## src/rtl/ripple_count_sampler.sv

```systemverilog
// Samples a 4-bit asynchronous ripple counter into clk, filters settling glitches,
// extends it to a wide count by wrap detection, and offers a valid/ready snapshot.
// Optional missed-count detection is built when RCS_SKIP_CHECK_EN is defined.
module ripple_count_sampler #(
    parameter int unsigned STABLE_CYCLES = 2,
    parameter int unsigned EXT_W         = 12,
    localparam int unsigned CW           = 4 + EXT_W
) (
    input  logic          clk,
    input  logic          reset_n,
    input  logic [3:0]    q_async,
    input  logic          snap_req,
    input  logic          snap_ready,
    output logic          snap_valid,
    output logic [CW-1:0] snap_count,
    output logic [CW-1:0] count,
    output logic          wrap_pulse,
    output logic          ext_overflow,
    output logic          skip_err
);

    localparam int unsigned SW = 4;

    logic [3:0]       s1;
    logic [3:0]       s2;
    logic [3:0]       acc;
    logic [EXT_W-1:0] ext;
    logic [SW-1:0]    stab;
    logic             accept;
    logic             wrap;

    // stab holds the run length of s2 as registered, so acceptance sees a settled value
    assign accept = (stab >= SW'(STABLE_CYCLES)) && (s2 != acc);
    assign wrap   = accept && (s2 < acc);
    assign count  = {ext, acc};

    // Two-flop synchronizer and settling filter
    always_ff @(posedge clk or negedge reset_n) begin
        if (!reset_n) begin
            s1   <= 4'd0;
            s2   <= 4'd0;
            stab <= '0;
            acc  <= 4'd0;
        end else begin
            s1 <= q_async;
            s2 <= s1;
            if (s1 != s2) begin
                stab <= SW'(1);
            end else if (stab < SW'(STABLE_CYCLES)) begin
                stab <= stab + SW'(1);
            end
            if (accept) begin
                acc <= s2;
            end
        end
    end

    // Wrap extension
    always_ff @(posedge clk or negedge reset_n) begin
        if (!reset_n) begin
            ext          <= '0;
            wrap_pulse   <= 1'b0;
            ext_overflow <= 1'b0;
        end else begin
            wrap_pulse <= wrap;
            if (wrap) begin
                ext <= ext + EXT_W'(1);
                if (ext == '1) begin
                    ext_overflow <= 1'b1;
                end
            end
        end
    end

    // Snapshot port; a request during a completing transfer recaptures immediately
    always_ff @(posedge clk or negedge reset_n) begin
        if (!reset_n) begin
            snap_valid <= 1'b0;
            snap_count <= '0;
        end else if (!snap_valid || snap_ready) begin
            snap_valid <= snap_req;
            if (snap_req) begin
                snap_count <= count;
            end
        end
    end

`ifdef RCS_SKIP_CHECK_EN
    logic [3:0] delta;

    assign delta = s2 - acc;

    // Any accepted step other than +1 means the sampler missed a count
    always_ff @(posedge clk or negedge reset_n) begin
        if (!reset_n) begin
            skip_err <= 1'b0;
        end else if (accept && (delta != 4'd1)) begin
            skip_err <= 1'b1;
        end
    end
`else
    assign skip_err = 1'b0;
`endif

endmodule
```

## config.mk

```make
export PLATFORM = sky130hd
export DESIGN_NAME = ripple_count_sampler
export DESIGN_NICKNAME = d
export VERILOG_FILES = /design/src/rtl/ripple_count_sampler.sv
export SDC_FILE = /design/constraint.sdc
export NUM_CORES = 1
export LEC_CHECK = 0
export ABC_AREA = 1
export BUFFER_PORTS_ARGS = -buffer_cell sky130_fd_sc_hd__clkbuf_2
export CORE_ASPECT_RATIO = 0.5
export CORE_MARGIN = 4
export CORE_UTILIZATION = 48
export CTS_CLUSTER_DIAMETER = 30
export DETAILED_ROUTE_END_ITERATION = 12
export GPL_ROUTABILITY_DRIVEN = 0
export GPL_TIMING_DRIVEN = 0
export PLACE_DENSITY = 0.76
export SYNTH_ARGS = -nofsm -noshare
export SYNTH_HDL_FRONTEND = slang
export SYNTH_SLANG_ARGS = --single-unit
```

## constraint.sdc

```tcl
create_clock -name clk -period 1.43 [get_ports clk]
set_input_delay 0.143 -clock clk [delete_from_list [all_inputs] [get_ports clk]]
set_output_delay 0.143 -clock clk [all_outputs]
set_load 0.01 [all_outputs]
```

==> impl_metrics.tcl <==
set metrics [dict create \
    core_region_area_mm2 0.00408 \
    clockPowerShare_pct 23.4 \
    ys_ff_latch 47 \
    synth_edf_count 0 \
    combinationalPowerShare_pct 30.0 \
    dpl.hpwl_um 2980 \
    final_core_util_pct 66.5 \
    synth.area.top_cells "dfrtp_1 55%, nand2_1 13%, inv_1 4.2%" \
    ios 44 \
    post_drt_via_cell_ratio 4.93 \
    final_hold_viol_count 0 \
    rsz0062_at_grt "yes" \
    tritoncts "yes" \
    synth.most_common_cell "nand2_1" \
    num_vias 1722 \
    status "finished, violations left" \
    place_area_mm2 0.00243 \
    cts_buffer_depth 2 \
    grtUsageTotal_pct 18.4 \
    die-width_um 102 \
    reg2reg_depth 9 \
    drc 0 \
    overflow 0 \
    dp_cells 324 \
    dr.pass1.iters 4 \
    antenna_left 0 \
    grt_pass1_wl_um 7780 \
    drive_gt1_share_pct 33.6 \
    cp-startpoint "acc[1]$_DFFE_PN0P_" \
    drt-total-wl_um 4640 \
    instances_no_fill 349 \
    pre_cts_slack_ns -0.133 \
    hold_ws_ns 0.0511 \
    cp-endpoint "ext[7]$_DFFE_PN0P_" \
    clk_pin_slew_ns 0.09 \
    syn2layout_area_growth_pct 27.6 \
    fin_tns_setup_ns -0.462 \
    finalCriticalPeriod_ns 1.48 \
    dieArea_mm2 0.00563 \
    initial_core_util_pct 52.1 \
    routedWlPerCell_um 13.3 \
    fmax_ghz 0.675 \
    swShare_pct 32.7 \
    maxCapViolCount 0 \
    clock_skew_ns 0.00652 \
    p_int_mw 2.40 \
    final_cell_area_mm2 0.00272 \
    crit_fanout 10 \
    power_mw 3.57 \
    synth_area_leader_cell "dfrtp_1" \
    final_min_period_over_clock_period_pct 104 \
    setup_viol_count_final 13 \
    die_h_um 55.1 \
    drt_iter0_markers 81 \
    required_ns 1.62 \
    worstSetupStartpointType "flip-flop" \
    slew_headroom_pct 22.8 \
    synthCells 228 \
    grt_max_degree 48 \
    synth_seq_area_share_pct 55.3 \
    rr_endpoint "ext[7]$_DFFE_PN0P_" \
    num_rows 16 \
    drv_slew 0 \
    first_global_vias 1674 \
    rrSetupSlack_ns -0.05 \
    powerDensity_mw_per_mm2 1310 \
    peakVddDrop_v 0.000782 \
    p_leak_nw 1.46 \
    final.setup.worst_slack_ns -0.0517 \
    root_buffer "clkbuf_8" \
    ys_warn_count 0 \
    syn_nets 243 \
    antenna_cells 0 \
    synth_area_mm2 0.00213 \
    reg2reg_from "acc[1]$_DFFE_PN0P_" \
    nets 310 \
    power_frac_seq_pct 46.6 \
    cts.sinks 47 \
    synth_cell_types 25 \
    violations "setup timing" \
    synth-main-ff-cell "dfrtp_1" \
    antenna_found_initial 0 \
    postSynth.asyncResetShare_pct 100 \
    hold_path_class "in2async" \
    portBuffers 42 \
    arrival_ns 1.67 \
    synth_top_area_share_pct 55.3 \
    cts_max_level 2 \
    cts_made_buffers 5 \
    worst_setup_path_end_kind "flip-flop" \
    p_switching_mw 1.17 \
    ys_top_cells_by_count "75 x nand2_1, 47 x dfrtp_1, 24 x inv_1" \
    syn_avg_cell_area_um2 9.33 \
    worstSetupPathType "reg2reg" \
    tightest_slew_ns 1.16 \
    worst_skew_pair.late_latency_ns 0.30 \
]
-- final cells by class --
cell class / instances / area, um2
plain buffers: 5 / 40.0
well taps: 54 / 67.6
clock buffers: 6 / 82.6
fillers: 342 / 1370
clock inverters: 1 / 5.00
flip-flops and latches: 47 / 1180
inverters: 24 / 90.1
multi-input cells: 152 / 886
repair buffers: 60 / 367
-- kinds of logic after synthesis --
| group | count (synthesis) | synth area share (%) |
|---|---|---|
| and+or+nand+nor | 111 | 23.0 |
| AOI/OAI and AO/OA | 17 | 4.29 |
| xor gates and xnor gates | 10 | 4.12 |
| adders and majority gates | 7 | 4.12 |
| muxes | 6 | 3.17 |
| other | 1 | 0.176 |
| DFF | 47 | 55.3 |
| buffers and inverters | 29 | 5.88 |
-- worst min-delay path by stage --
stage,startpoint,cells after the start,to,slack (ns)
5_1_grt,snap_ready,4,snap_valid$_DFFE_PN0N_,0.12
4_1_cts,reset_n,1,s1[3]$_DFF_PN0_,0.11
6_report,reset_n,1,s2[0]$_DFF_PN0_,0.05
3_5_place_dp,q_async[3],1,s1[3]$_DFF_PN0_,0.25
2_1_floorplan,reset_n,0,acc[0]$_DFFE_PN0P_,-0.15
3_3_place_gp,q_async[2],1,s1[2]$_DFF_PN0_,0.25
-- layout by cell type (no fill, tap or decap), types with 2 or more instances in the layout --
master         instances
xnor2_1                2
mux2_2                 6
nand3_2                2
nor2_4                 3
nor2_1                11
clkbuf_2              43
nand3_1                8
xor2_1                 8
clkbuf_8               6
nand2_2                4
nand2_1               73
nor2_2                 3
buf_4                 12
buf_6                  5
inv_2                  5
ha_1                   4
dfrtp_1               46
dlygate4sd3_1          4
nand4_1                5
inv_1                 19
o21ai_0               13
ha_4                   3
-- repair_timing --
action / 4_1_cts / 5_1_grt
pin swaps: 3 / 1
resized for setup: 11 / 8
hold buffers: 4 / 0
endpoints found under the setup margin: 14 / 20
setup buffers: 8 / 5
hold endpoints to repair: 4 / 0
gates cloned: 1 / 0
-- critical path, stage by stage, from the launching register on --
cell      delay [ns]
dfrtp_1         0.40
inv_2           0.10
ha_4            0.21
inv_2           0.04
o21bai_1        0.05
nand2_1         0.10
nand4_1         0.16
buf_6           0.19
nand2_1         0.06
nand2_1         0.06
-- sequential cells by signal, summed over array words and instances, names as in the netlist, 4 cells and up --
register / count
stab: 4
ext: 12
acc: 4
s2: 4
s1: 4
snap_count: 16
-- metal layers --
metal	GRT usage, %	wire (um)	part of all wire [%]	vias to the layer above
li1	-	-	-	843
met1	22.1	2080	45	827
met2	32.5	2270	49	45
met3	4.38	229	4.9	7
met4	7.84	60	1.3	0
met5	0	0	0	-
-- power by group through the flow --
stage          registers [mW]  logic (mW)  clock network (mW)
3_5_place_dp             1.69       0.819                   0
6_report                 1.66        1.07               0.833
2_1_floorplan            1.75       0.425                   0
3_3_place_gp             1.68       0.777                   0
4_1_cts                  1.66       0.975               0.839
5_1_grt                  1.69        1.19               0.896
No activity file was read; power rests on OpenSTA's default activity.
